--- src/rtl/vga_timing_pkg.sv ---
// Shared constants and types for the VGA 640x480@60 raster generator.
// The visible window bounds double as the clamp range for latched paddle positions.
package vga_timing_pkg;

    typedef logic [9:0] coord_t;

    localparam int H_TOTAL_DEF = 800;
    localparam int V_TOTAL_DEF = 525;

    localparam coord_t H_ACT_START = 10'd144;
    localparam coord_t H_ACT_END   = 10'd783;
    localparam coord_t V_ACT_START = 10'd35;
    localparam coord_t V_ACT_END   = 10'd514;

    localparam coord_t POS_RESET   = 10'd275;

    function automatic coord_t clamp_pos(input coord_t pos);
        coord_t res;
        res = pos;
        if (pos < V_ACT_START) begin
            res = V_ACT_START;
        end else if (pos > V_ACT_END) begin
            res = V_ACT_END;
        end
        return res;
    endfunction

endpackage

--- src/rtl/vga_pix_en_div.sv ---
// Clock divider that produces a registered one-clk pixel strobe every CLK_DIV clocks.
// The strobe is aligned so that it is high in the cycle where div_cnt == CLK_DIV-1.
module vga_pix_en_div #(
    parameter int CLK_DIV = 2
) (
    input  logic clk,
    input  logic rst,
    output logic pix_en_o
);

    localparam int CW = (CLK_DIV > 1) ? $clog2(CLK_DIV) : 1;
    localparam logic [CW-1:0] DIV_LAST = CW'(CLK_DIV - 1);

    logic [CW-1:0] div_cnt_q;
    logic [CW-1:0] div_cnt_d;
    logic          pix_en_q;

    always_comb begin
        div_cnt_d = (div_cnt_q == DIV_LAST) ? '0 : div_cnt_q + 1'b1;
    end

    // Decoding the next count keeps the strobe coincident with the last divider phase.
    always_ff @(posedge clk or posedge rst) begin
        if (rst) begin
            div_cnt_q <= '0;
            pix_en_q  <= 1'b0;
        end else begin
            div_cnt_q <= div_cnt_d;
            pix_en_q  <= (div_cnt_d == DIV_LAST);
        end
    end

    assign pix_en_o = pix_en_q;

endmodule

--- src/rtl/vga_timing_gen.sv ---
// Free-running VGA raster counters with frame-synchronous paddle position buffering.
// Define VGA_POS_CLAMP_EN to clamp latched positions to the visible line range.
module vga_timing_gen
    import vga_timing_pkg::*;
#(
    parameter int CLK_DIV = 2,
    parameter int H_TOTAL = H_TOTAL_DEF,
    parameter int V_TOTAL = V_TOTAL_DEF
) (
    input  logic       clk,
    input  logic       rst,
    input  logic [9:0] team1_ver_req,
    input  logic [9:0] team2_ver_req,
    output logic [9:0] current_pixel,
    output logic [9:0] current_line,
    output logic [9:0] team1_ver_pos,
    output logic [9:0] team2_ver_pos,
    output logic       pix_en,
    output logic       frame_tick,
    output logic       in_active
);

    localparam coord_t H_LAST = coord_t'(H_TOTAL - 1);
    localparam coord_t V_LAST = coord_t'(V_TOTAL - 1);

    coord_t pixel_q, pixel_d;
    coord_t line_q,  line_d;
    coord_t pos1_q,  pos1_d;
    coord_t pos2_q,  pos2_d;
    coord_t pos1_latch, pos2_latch;
    logic   pix_en_w;
    logic   at_h_end, at_v_end;

    vga_pix_en_div #(
        .CLK_DIV (CLK_DIV)
    ) u_div (
        .clk      (clk),
        .rst      (rst),
        .pix_en_o (pix_en_w)
    );

    assign at_h_end   = (pixel_q == H_LAST);
    assign at_v_end   = (line_q == V_LAST);
    assign frame_tick = pix_en_w & at_h_end & at_v_end;

`ifdef VGA_POS_CLAMP_EN
    assign pos1_latch = clamp_pos(team1_ver_req);
    assign pos2_latch = clamp_pos(team2_ver_req);
`else
    assign pos1_latch = team1_ver_req;
    assign pos2_latch = team2_ver_req;
`endif

    always_comb begin
        pixel_d = pixel_q;
        line_d  = line_q;
        pos1_d  = pos1_q;
        pos2_d  = pos2_q;
        if (pix_en_w) begin
            if (at_h_end) begin
                pixel_d = '0;
                line_d  = at_v_end ? '0 : line_q + 10'd1;
            end else begin
                pixel_d = pixel_q + 10'd1;
            end
        end
        // Positions only move on the frame boundary so a paddle never tears mid-frame.
        if (frame_tick) begin
            pos1_d = pos1_latch;
            pos2_d = pos2_latch;
        end
    end

    always_ff @(posedge clk or posedge rst) begin
        if (rst) begin
            pixel_q <= '0;
            line_q  <= '0;
            pos1_q  <= POS_RESET;
            pos2_q  <= POS_RESET;
        end else begin
            pixel_q <= pixel_d;
            line_q  <= line_d;
            pos1_q  <= pos1_d;
            pos2_q  <= pos2_d;
        end
    end

    assign in_active = (pixel_q >= H_ACT_START) && (pixel_q <= H_ACT_END) &&
                       (line_q >= V_ACT_START) && (line_q <= V_ACT_END);

    assign current_pixel = pixel_q;
    assign current_line  = line_q;
    assign team1_ver_pos = pos1_q;
    assign team2_ver_pos = pos2_q;
    assign pix_en        = pix_en_w;

endmodule

--- config.mk ---
export PLATFORM = sky130hd
export DESIGN_NAME = vga_timing_gen
export DESIGN_NICKNAME = d
export VERILOG_FILES = /design/src/rtl/vga_timing_pkg.sv /design/src/rtl/vga_pix_en_div.sv /design/src/rtl/vga_timing_gen.sv
export SDC_FILE = /design/constraint.sdc
export NUM_CORES = 1
export LEC_CHECK = 0
export BUFFER_PORTS_ARGS = -buffer_cell sky130_fd_sc_hd__buf_4
export CAP_MARGIN = 40
export CORE_MARGIN = 1
export CORE_UTILIZATION = 40
export CTS_CLUSTER_DIAMETER = 120
export DETAILED_ROUTE_END_ITERATION = 16
export PLACE_DENSITY = 0.65
export SLEW_MARGIN = 10
export SYNTH_ARGS = -nofsm -noshare
export SYNTH_HDL_FRONTEND = slang
export SYNTH_SLANG_ARGS = --single-unit
--- constraint.sdc ---
create_clock -name clk -period 3.1 [get_ports clk]
set_clock_uncertainty 0.05 [all_clocks]
set_input_delay 0.465 -clock clk [delete_from_list [all_inputs] [get_ports clk]]
set_output_delay 0.465 -clock clk [all_outputs]
set_load 0.01 [all_outputs]
==> results.py, run 1 <==
metrics = {
    "timing": {
        "hold_violations": 0,
        "setup_tns_ns": 0,
        "slew_viol_final": 0,
        "final.setup.worst_slack_ns": 0.628,
        "min_period_ns": 2.47,
        "setup_violations": 0,
        "tightest_slew_ns": 0.504,
        "rsz0062_at_grt": "false",
        "clock.fmax_mhz": 405,
        "slew_headroom_pct": 66.4,
        "final.period_utilization_pct": 79.7,
    },
    "grt": {
        "antenna_found_initial": 0,
        "grt_usage_pct": 16.6,
        "first_global_vias": 1416,
        "grt-ovfl-total": 0,
        "grt_max_degree": 42,
        "grt_pass1_wl_mm": 6.62,
    },
    "floorplan": {
        "io_pins": 65,
        "die_area_sq_mm": 0.00513,
        "dieWidth_um": 71.7,
        "row_count": 24,
        "start_util_pct": 43.1,
        "core_region_area_sq_mm": 0.00450,
        "die_h_um": 71.7,
    },
    "routing": {
        "drt-vias-per-instance": 5.15,
        "wl_per_cell_um": 14.1,
        "detail-route-antenna-nets": 0,
        "first_iter_violations": 93,
        "via_count": 1453,
        "finalWirelength_mm": 3.97,
        "dr.pass1.iters": 4,
        "drc": 0,
    },
    "worst_setup_path": {
        "cp-end-kind": "primary output",
        "crit_path_start_kind": "flop",
        "endpoint": "frame_tick",
        "r2r_end": "team1_ver_pos[6]",
        "startpoint": "current_line[0]",
        "worstRegToRegCells": 7,
        "crit_arrival_ns": 1.96,
        "crit_type": "reg -> out",
        "rrSetupSlack_ns": 0.90,
        "cp_max_fo": 18,
        "timing.rr.start": "current_line[0]",
        "required_ns": 2.58,
    },
    "power": {
        "power.leakage_nw": 1.27,
        "p_total_uw": 987,
        "sw_frac_of_total_pct": 19.8,
        "power_frac_comb_pct": 3.1,
        "irDropWorstVdd_v": 0.000185,
        "p_clk_share_pct": 42.7,
        "power_density_mw_per_mm2": 384,
        "p_seq_share_pct": 54.2,
        "p_sw_uw": 196,
        "p_int_uw": 791,
    },
    "logic_synthesis": {
        "synth_edf_count": 0,
        "postSynth.asyncResetShare_pct": 100,
        "avgSynthCellArea_sq_um": 12.1,
        "synth.cell_area_sq_mm": 0.00194,
        "ys_ff_latch": 41,
        "syn_inst": 160,
        "synthDistinctLibCells": 37,
        "ys_warn_count": 0,
        "synth_fp_nets": 187,
        "ys.flop_type": "dfrtp_1",
        "ys_seq_area_share_pct": 53.4,
    },
    "hold_path": {
        "hold_class": "in -> async",
    },
    "cells_and_area": {
        "num-nets-final": 256,
        "syn_to_final_growth_pct": 32.5,
        "final_area_sq_mm": 0.00257,
        "diodes": 0,
        "drive_gt1_share_pct": 47.8,
        "mostFrequentLayoutCells": "66 x buf_4, 33 x dfrtp_1, 20 x mux2_2, 10 x nor2_1, 9 x nand2_1",
        "layout_commonest_cell": "buf_4",
    },
    "place": {
        "dp_slack_ns": 0.865,
        "gp_congestion": 0.806,
        "dp_hpwl_mm": 2.87,
        "io_buffers": 64,
        "placed_area_sq_mm": 0.00246,
    },
    "clock_tree": {
        "clk_pin_slew_worst_paths_ns": 0.09,
        "holdBufCountCts": 0,
        "clock-sinks": 41,
        "cts_setup_buffers": 0,
        "cts-htree-levels": 2,
        "cts_resized": 0,
        "cts_tree": "yes",
        "clock_path_buffers": 2,
        "clock_latency_ns": 0.30,
        "cts_made_buffers": 5,
        "clockRootBuffer": "clkbuf_8",
    },
    "outcome": {
        "outcome": "finished, final reports clean",
    },
    "flow_run": {
        "maxCapViolations": 0,
    },
}
[Yosys cell counts, types with 3 or more instances]
cell / n / area (sq um)
inv_1: 7 / 26.3
xor2_1: 5 / 43.8
dfstp_2: 8 / 210
mux2_2: 20 / 225
and3_1: 4 / 25.0
nand4_1: 6 / 37.5
dfrtp_1: 33 / 826
xnor2_1: 8 / 70.1
buf_6: 3 / 33.8
nor3_1: 4 / 20.0
o21ai_0: 4 / 20.0
ha_1: 5 / 62.6
nor2_1: 10 / 37.5
o21a_1: 3 / 22.5
nand2_1: 9 / 33.8
nand3_1: 8 / 40.0
[power by group through the flow]
stage               Sequential, mW  Combinational [mW]  Clock (mW)
floorplan                    0.545             0.00798           0
global placement             0.545              0.0320           0
detailed placement           0.545              0.0321           0
CTS                          0.535              0.0322       0.434
global route                 0.535              0.0351       0.455
finish                       0.535              0.0306       0.421
[area by class of cell]
cell class | count | area, sq um
fill | 404 | 1930
sequential | 41 | 1040
multi-input combinational | 108 | 841
timing repair buffer | 66 | 495
clock buffer | 6 | 72.6
tap | 52 | 65.1
clock inverter | 2 | 35.0
inverter | 7 | 26.3
[routing by layer]
layer | routed length [um] | vias up | track usage (%)
met3 | 222 | 6 | 4.78
met1 | 1880 | 706 | 22.2
met2 | 1820 | 43 | 25.8
met5 | 0 | - | 0
met4 | 47 | 0 | 5.66
li1 | - | 698 | -
[flip-flops by register name, indices dropped and copies added, names as in the netlist]
name / flops
current_pixel: 10
team1_ver_pos: 10
team2_ver_pos: 10
u_div.div_cnt_q: 1
current_line: 10
[critical path, stage by stage (launching register included)]
cell and delay, ns:
dfrtp_1 0.43, inv_1 0.13, ha_1 0.16, and3_1 0.14, nand4_1 0.16, nor2_4 0.44, buf_4 0.21
[worst min path at each step]
stage | from | endpoint | slack, ns | depth (start not counted)
floorplan | current_line[7] | current_line[7] | 0.48 | 1
global placement | team2_ver_pos[3] | team2_ver_pos[3] | 0.44 | 1
detailed placement | team2_ver_pos[3] | team2_ver_pos[3] | 0.45 | 1
CTS | rst | team2_ver_pos[9] | 0.28 | 3
global route | rst | team1_ver_pos[5] | 0.31 | 3
finish | rst | team2_ver_pos[5] | 0.24 | 3
[cell families after synthesis]
logic type,count (synthesis),synth area share (%)
simple gates,55,17.1
flops,41,53.4
fa+ha+maj,5,3.22
mux,21,12.1
buf+inv,11,3.29
compound gates,14,5.03
xor+xnor,13,5.87
[stage by stage]
step	std cells	util, %	hold slack, ns
floorplan	160	-	0.485
global placement	274	54.7	0.442
detailed placement	274	54.7	0.448
CTS	282	57.1	0.278
global route	282	57.1	0.309
finish	282	57.1	0.241
No activity file was read; power rests on OpenSTA's default activity.
==> inputs of run 2 (changes only) <==
--- a/config.mk
+++ b/config.mk
@@ -5,13 +5,14 @@
 export SDC_FILE = /design/constraint.sdc
 export NUM_CORES = 1
 export LEC_CHECK = 0
+export ABC_AREA = 1
 export BUFFER_PORTS_ARGS = -buffer_cell sky130_fd_sc_hd__buf_4
 export CAP_MARGIN = 40
 export CORE_MARGIN = 1
 export CORE_UTILIZATION = 40
 export CTS_CLUSTER_DIAMETER = 120
 export DETAILED_ROUTE_END_ITERATION = 16
-export PLACE_DENSITY = 0.65
+export PLACE_DENSITY = 0.64
 export SLEW_MARGIN = 10
 export SYNTH_ARGS = -nofsm -noshare
 export SYNTH_HDL_FRONTEND = slang
==> constraint.sdc (replaced) <==
create_clock -name clk -period 2.4 [get_ports clk]
set_clock_uncertainty 0.05 [all_clocks]
set_input_delay 0.36 -clock clk [delete_from_list [all_inputs] [get_ports clk]]
set_output_delay 0.36 -clock clk [all_outputs]
set_load 0.01 [all_outputs]
==> results.py, run 2 <==
metrics = {
    "outcome": {
        "outcome": "finished, final reports clean",
    },
    "power": {
        "power_frac_comb_pct": 3.4,
        "sw_frac_of_total_pct": 22.0,
        "p_seq_share_pct": 56.9,
        "p_sw_uw": 268,
        "power_density_mw_per_mm2": 437,
        "power.leakage_nw": 1.44,
        "p_int_uw": 947,
        "p_clk_share_pct": 39.7,
        "irDropWorstVdd_v": 0.000276,
    },
    "logic_synthesis": {
        "ys.flop_type": "dfrtp_1",
        "synth_top_area_share_pct": 38.5,
        "synth_edf_count": 0,
        "synth_top_area_cell": "dfrtp_1",
        "synthDistinctLibCells": 28,
        "avgSynthCellArea_sq_um": 7.98,
        "ys_ff_latch": 41,
        "synth_fp_nets": 296,
        "syn_inst": 269,
        "ys_warn_count": 0,
        "postSynth.asyncResetShare_pct": 100,
        "synth_area_leaders": "dfrtp_1 38%, nand2_1 16%, dfstp_2 9.8%",
        "yosysMostFrequentCell": "nand2_1",
        "synth.cell_area_sq_mm": 0.00215,
        "ys_seq_area_share_pct": 48.3,
        "ys_top_cells_by_count": "90 x nand2_1, 33 x dfrtp_1, 29 x inv_1, 20 x nor2_1, 17 x o21ai_0",
    },
    "worst_setup_path": {
        "critPathBufInv": 2,
        "worstRegToRegCells": 8,
        "startpoint": "current_pixel[1]",
        "cp_max_fo": 6,
        "endpoint": "frame_tick",
        "r2r_end": "current_line[2]",
        "crit_type": "reg -> out",
        "rrSetupSlack_ns": 0.66,
        "worstPathCellList": "ha_1, nand3_2, nor2_4, nand2_2, inv_2, buf_4",
        "required_ns": 1.99,
        "crit_path_start_kind": "flop",
        "cp_slowest_cell": "dfrtp_1",
        "cp-end-kind": "primary output",
        "cpLargestDelayFamily": "flip-flops",
        "timing.rr.start": "current_pixel[1]",
        "crit_arrival_ns": 1.61,
        "cp.depth": 6,
        "max_stage_delay_ns": 0.41,
    },
    "timing": {
        "slew_headroom_pct": 65.5,
        "hold_violations": 0,
        "min_period_ns": 2.02,
        "slew_viol_final": 0,
        "rsz0062_at_grt": "false",
        "setup_violations": 0,
        "setup_tns_ns": 0,
        "final.period_utilization_pct": 84.3,
        "clock.fmax_mhz": 494,
        "tightest_slew_ns": 0.517,
    },
    "clock_tree": {
        "cts_made_buffers": 5,
        "cts_setup_buffers": 0,
        "clock_path_buffers": 2,
        "cts_tree": "yes",
        "holdBufCountCts": 0,
        "cts-htree-levels": 2,
        "clock_latency_ns": 0.29,
        "clock-sinks": 41,
        "cts_resized": 0,
        "clk_pin_slew_worst_paths_ns": 0.09,
        "clockRootBuffer": "clkbuf_8",
    },
    "cells_and_area": {
        "layout_commonest_cell": "nand2_1",
        "drive_gt1_share_pct": 31.1,
        "final_area_sq_mm": 0.00278,
        "num-nets-final": 364,
        "nFillCells": 535,
        "post-route-util_pct": 54.1,
        "final-seq-area_sq_mm": 0.00104,
        "multi_input_area_sq_um": 937,
        "stdcell_count": 408,
        "diodes": 0,
        "mostFrequentLayoutCells": "90 x nand2_1, 67 x buf_4, 33 x dfrtp_1, 29 x inv_1, 20 x nor2_1",
        "syn_to_final_growth_pct": 29.6,
    },
    "place": {
        "gp_congestion": 0.885,
        "dp_cells": 400,
        "dp_hpwl_mm": 3.44,
        "placed_area_sq_mm": 0.00269,
        "io_buffers": 64,
    },
    "routing": {
        "wl_per_cell_um": 11.7,
        "dr.pass1.iters": 4,
        "via_count": 1849,
        "drt-vias-per-instance": 4.53,
        "drc": 0,
        "detail-route-antenna-nets": 0,
        "finalWirelength_mm": 4.78,
        "first_iter_violations": 53,
    },
    "hold_path": {
        "hold_class": "in -> async",
    },
    "floorplan": {
        "die_area_sq_mm": 0.00566,
        "io_pins": 65,
        "core_region_area_sq_mm": 0.00514,
        "dieWidth_um": 75.3,
        "row_count": 26,
        "start_util_pct": 41.8,
        "die_h_um": 75.3,
    },
    "flow_run": {
        "maxCapViolations": 0,
    },
    "grt": {
        "grt-ovfl-total": 0,
        "grt_usage_pct": 17.5,
        "grt_pass1_wl_mm": 7.45,
        "grt_max_degree": 42,
        "first_global_vias": 1671,
        "antenna_found_initial": 0,
    },
}
-- run 2: cell count changes in the layout (fill, tap and decap cells not counted), sizes merged, moves of 5 or more --
cell   delta
inv      +24
nand3     +8
mux2     -20
o21ai    +14
nand2    +94
and3      -5
nor2     +13
xnor2     -7
-- run 2: worst register-to-register path, cell delays in order, from the launching register on --
cell and delay [ns]:
dfrtp_1 0.41, ha_1 0.23, inv_1 0.06, nor2_2 0.16
nand3_2 0.15, nor2_4 0.29, inv_1 0.14, nand2_1 0.08
o21ai_1 0.06
-- run 2: kinds of logic (layout without fill, tap and decap cells) --
kind of cell	Yosys count	count (layout)	synth area share (%)
AOI/OAI and AO/OA	22	22	5.24
buffers and inverters	39	108	8.10
DFF	41	41	48.3
xor gates and xnor gates	8	8	3.26
adders and majority gates	5	5	2.91
and+or+nand+nor	154	154	32.2
-- run 2: how the worst min path moves through the flow --
| stage | cells after the start | slack, ns | startpoint | end |
|---|---|---|---|---|
| 6_report | 3 | 0.14 | rst | current_line[2] |
| 5_1_grt | 3 | 0.18 | rst | team2_ver_pos[3] |
| 4_1_cts | 3 | 0.16 | rst | team2_ver_pos[3] |
| 3_5_place_dp | 2 | 0.41 | team1_ver_pos[0] | team1_ver_pos[0] |
| 3_3_place_gp | 2 | 0.41 | team2_ver_pos[1] | team2_ver_pos[1] |
| 2_1_floorplan | 2 | 0.39 | team2_ver_req[0] | team2_ver_pos[0] |
-- run 2: per-layer routing --
metal | vias to the layer above | track usage [%] | routed length (um)
met5 | - | 0 | 0
met4 | 0 | 4.94 | 72
met3 | 6 | 4.42 | 166
met2 | 37 | 29.3 | 2320
met1 | 841 | 22.4 | 2220
li1 | 965 | - | -
-- run 2: power groups by stage --
| stage | logic, mW | registers (mW) | clock network, mW |
|---|---|---|---|
| 2_1_floorplan | 0.0100 | 0.704 | 0 |
| 3_3_place_gp | 0.0423 | 0.704 | 0 |
| 3_5_place_dp | 0.0427 | 0.704 | 0 |
| 4_1_cts | 0.0427 | 0.691 | 0.509 |
| 5_1_grt | 0.0461 | 0.691 | 0.529 |
| 6_report | 0.0413 | 0.691 | 0.483 |
-- run 2: area by class of cell --
| cell class | count | area share [%] |
|---|---|---|
| timing repair buffer | 67 | 18.1 |
| sequential | 41 | 37.2 |
| tap | 70 | 3.15 |
| multi-input combinational | 189 | 33.7 |
| inverter | 33 | 4.50 |
| clock inverter | 1 | 0.270 |
| clock buffer | 7 | 3.10 |
-- run 2: through the flow --
step / total power [mW] / hold WS, ns / worst slack [ns]
2_1_floorplan: 0.714 / 0.395 / 0.786
4_1_cts: 1.24 / 0.158 / 0.364
3_5_place_dp: 0.747 / 0.409 / 0.674
5_1_grt: 1.27 / 0.181 / 0.226
3_3_place_gp: 0.746 / 0.405 / 0.720
6_report: 1.22 / 0.144 / 0.376
==> inputs of run 3 (changes only) <==
==> constraint.sdc (replaced) <==
create_clock -name clk -period 1.97 [get_ports clk]
set_clock_uncertainty 0.05 [all_clocks]
set_input_delay 0.2955 -clock clk [delete_from_list [all_inputs] [get_ports clk]]
set_output_delay 0.2955 -clock clk [all_outputs]
set_load 0.01 [all_outputs]
==> results.py, run 3 (synthesized netlist as in run 2, its figures left out) <==
metrics = {
    "outcome": {
        "outcome": "finished, final reports clean",
    },
    "floorplan": {
        "die_h_um": 75.3,
        "dieWidth_um": 75.3,
        "row_count": 26,
        "core_region_area_sq_mm": 0.00514,
        "start_util_pct": 41.8,
        "die_area_sq_mm": 0.00566,
        "io_pins": 65,
    },
    "timing": {
        "min_period_ns": 1.92,
        "fin_hold_ws_ns": 0.0708,
        "slew_headroom_pct": 65.9,
        "hold_violations": 0,
        "final.period_utilization_pct": 97.3,
        "clock.fmax_mhz": 522,
        "slew_viol_final": 0,
        "setup_violations": 0,
        "tightest_slew_ns": 0.511,
    },
    "routing": {
        "via_count": 1908,
        "dr.pass1.iters": 4,
        "wl_per_cell_um": 11.1,
        "first_iter_violations": 86,
        "finalWirelength_mm": 4.63,
        "drt-vias-per-instance": 4.60,
        "detail-route-antenna-nets": 0,
        "drc": 0,
    },
    "place": {
        "dp_hpwl_mm": 3.39,
        "dp_cells": 401,
        "io_buffers": 64,
        "gp_congestion": 0.941,
    },
    "grt": {
        "grt_max_degree": 42,
        "grt_use_met1_pct": 22.2,
        "busiest_layer": "met2",
        "grt_pass1_wl_mm": 7.19,
        "use_met3_pct": 4.15,
        "first_global_vias": 1654,
        "grt-ovfl-total": 0,
        "antenna_found_initial": 0,
        "grt_usage_pct": 17.0,
        "globalRouteMet2Util_pct": 27.5,
    },
    "cells_and_area": {
        "stdcell_count": 415,
        "diodes": 0,
        "mostFrequentLayoutCells": "90 x nand2_1, 74 x buf_4, 32 x dfrtp_1, 28 x inv_1, 19 x nor2_1",
        "syn_to_final_growth_pct": 34.3,
        "num-nets-final": 371,
        "drive_gt1_share_pct": 34.8,
        "layout_commonest_cell": "nand2_1",
    },
    "clock_tree": {
        "holdBufCountCts": 0,
        "clk_pin_slew_worst_paths_ns": 0.08,
        "cts_made_buffers": 5,
        "clockRootBuffer": "clkbuf_8",
        "clock-sinks": 41,
        "cts_tree": "yes",
        "clock_latency_ns": 0.29,
        "cts-htree-levels": 2,
        "clock_path_buffers": 2,
    },
    "power": {
        "power.leakage_nw": 1.48,
        "p_total_mw": 1.60,
        "irDropWorstVdd_v": 0.000294,
        "power_density_mw_per_mm2": 555,
    },
    "worst_setup_path": {
        "crit_arrival_ns": 1.57,
        "crit_path_start_kind": "flop",
        "required_ns": 1.62,
        "crit_type": "reg -> out",
        "worstRegToRegCells": 8,
        "cp_max_fo": 3,
        "cp-end-kind": "primary output",
    },
    "flow_run": {
        "maxCapViolations": 0,
    },
    "hold_path": {
        "hold_class": "in -> async",
    },
}
## run 3: cell type report
type / instances / area, sq um
repair buffers: 74 / 556
fillers: 503 / 2260
clock inverters: 2 / 37.5
clock buffers: 6 / 82.6
multi-input cells: 189 / 953
inverters: 33 / 130
well taps: 70 / 87.6
flip-flops and latches: 41 / 1040
## run 3: what timing repair did
| item | 4_1_cts | 5_1_grt |
|---|---|---|
| setup buffers | 1 | 5 |
| hold endpoints to repair | 0 | 0 |
| gates cloned | 0 | 0 |
| gates resized for setup | 3 | 7 |
| endpoints found under the setup margin | 1 | 2 |
## run 3: metrics by stage
step / setup TNS [ns] / instance area (sq um) / worst slack (ns) / util [%]
floorplan: 0 / 2150 / 0.421 / -
global placement: 0 / 2700 / 0.266 / 52.5
detailed placement: 0 / 2700 / 0.247 / 52.5
CTS: 0 / 2830 / 0.0225 / 55.0
global route: -0.0117 / 2880 / -0.0117 / 56.1
finish: 0 / 2880 / 0.0540 / 56.1
## run 3: critical path, cell delays in order, from the launching register on
cell and delay [ns]:
dfrtp_1 0.41, buf_4 0.16, ha_1 0.17, o21a_1 0.19, a21oi_2 0.15, nor2_2 0.06, buf_4 0.14
## run 3: path summary, 6_finish.rpt
check,start,endpoint,slack (ns)
max,current_line[1],in_active,0.05
min,rst,current_line[4],0.07
max reg2reg,current_pixel[1],current_line[2],0.26
min reg2reg,team2_ver_pos[1],team2_ver_pos[1],0.42
max in group asynchronous,rst,current_pixel[6],1.41
min in group clk,team1_ver_req[7],team1_ver_pos[7],0.14
## run 3: per-layer routing
| layer | share of wire [%] | wire length [um] |
|---|---|---|
| met1 | 46 | 2130 |
| met2 | 48 | 2230 |
| met3 | 4.1 | 190 |
| met4 | 1.7 | 77 |
| met5 | 0 | 0 |
## run 3: power by group
part	leakage (nW)	switching, mW	internal (mW)
clock	0.0574	0.297	0.412
combinational	0.959	0.0227	0.0273
sequential	0.466	0	0.842
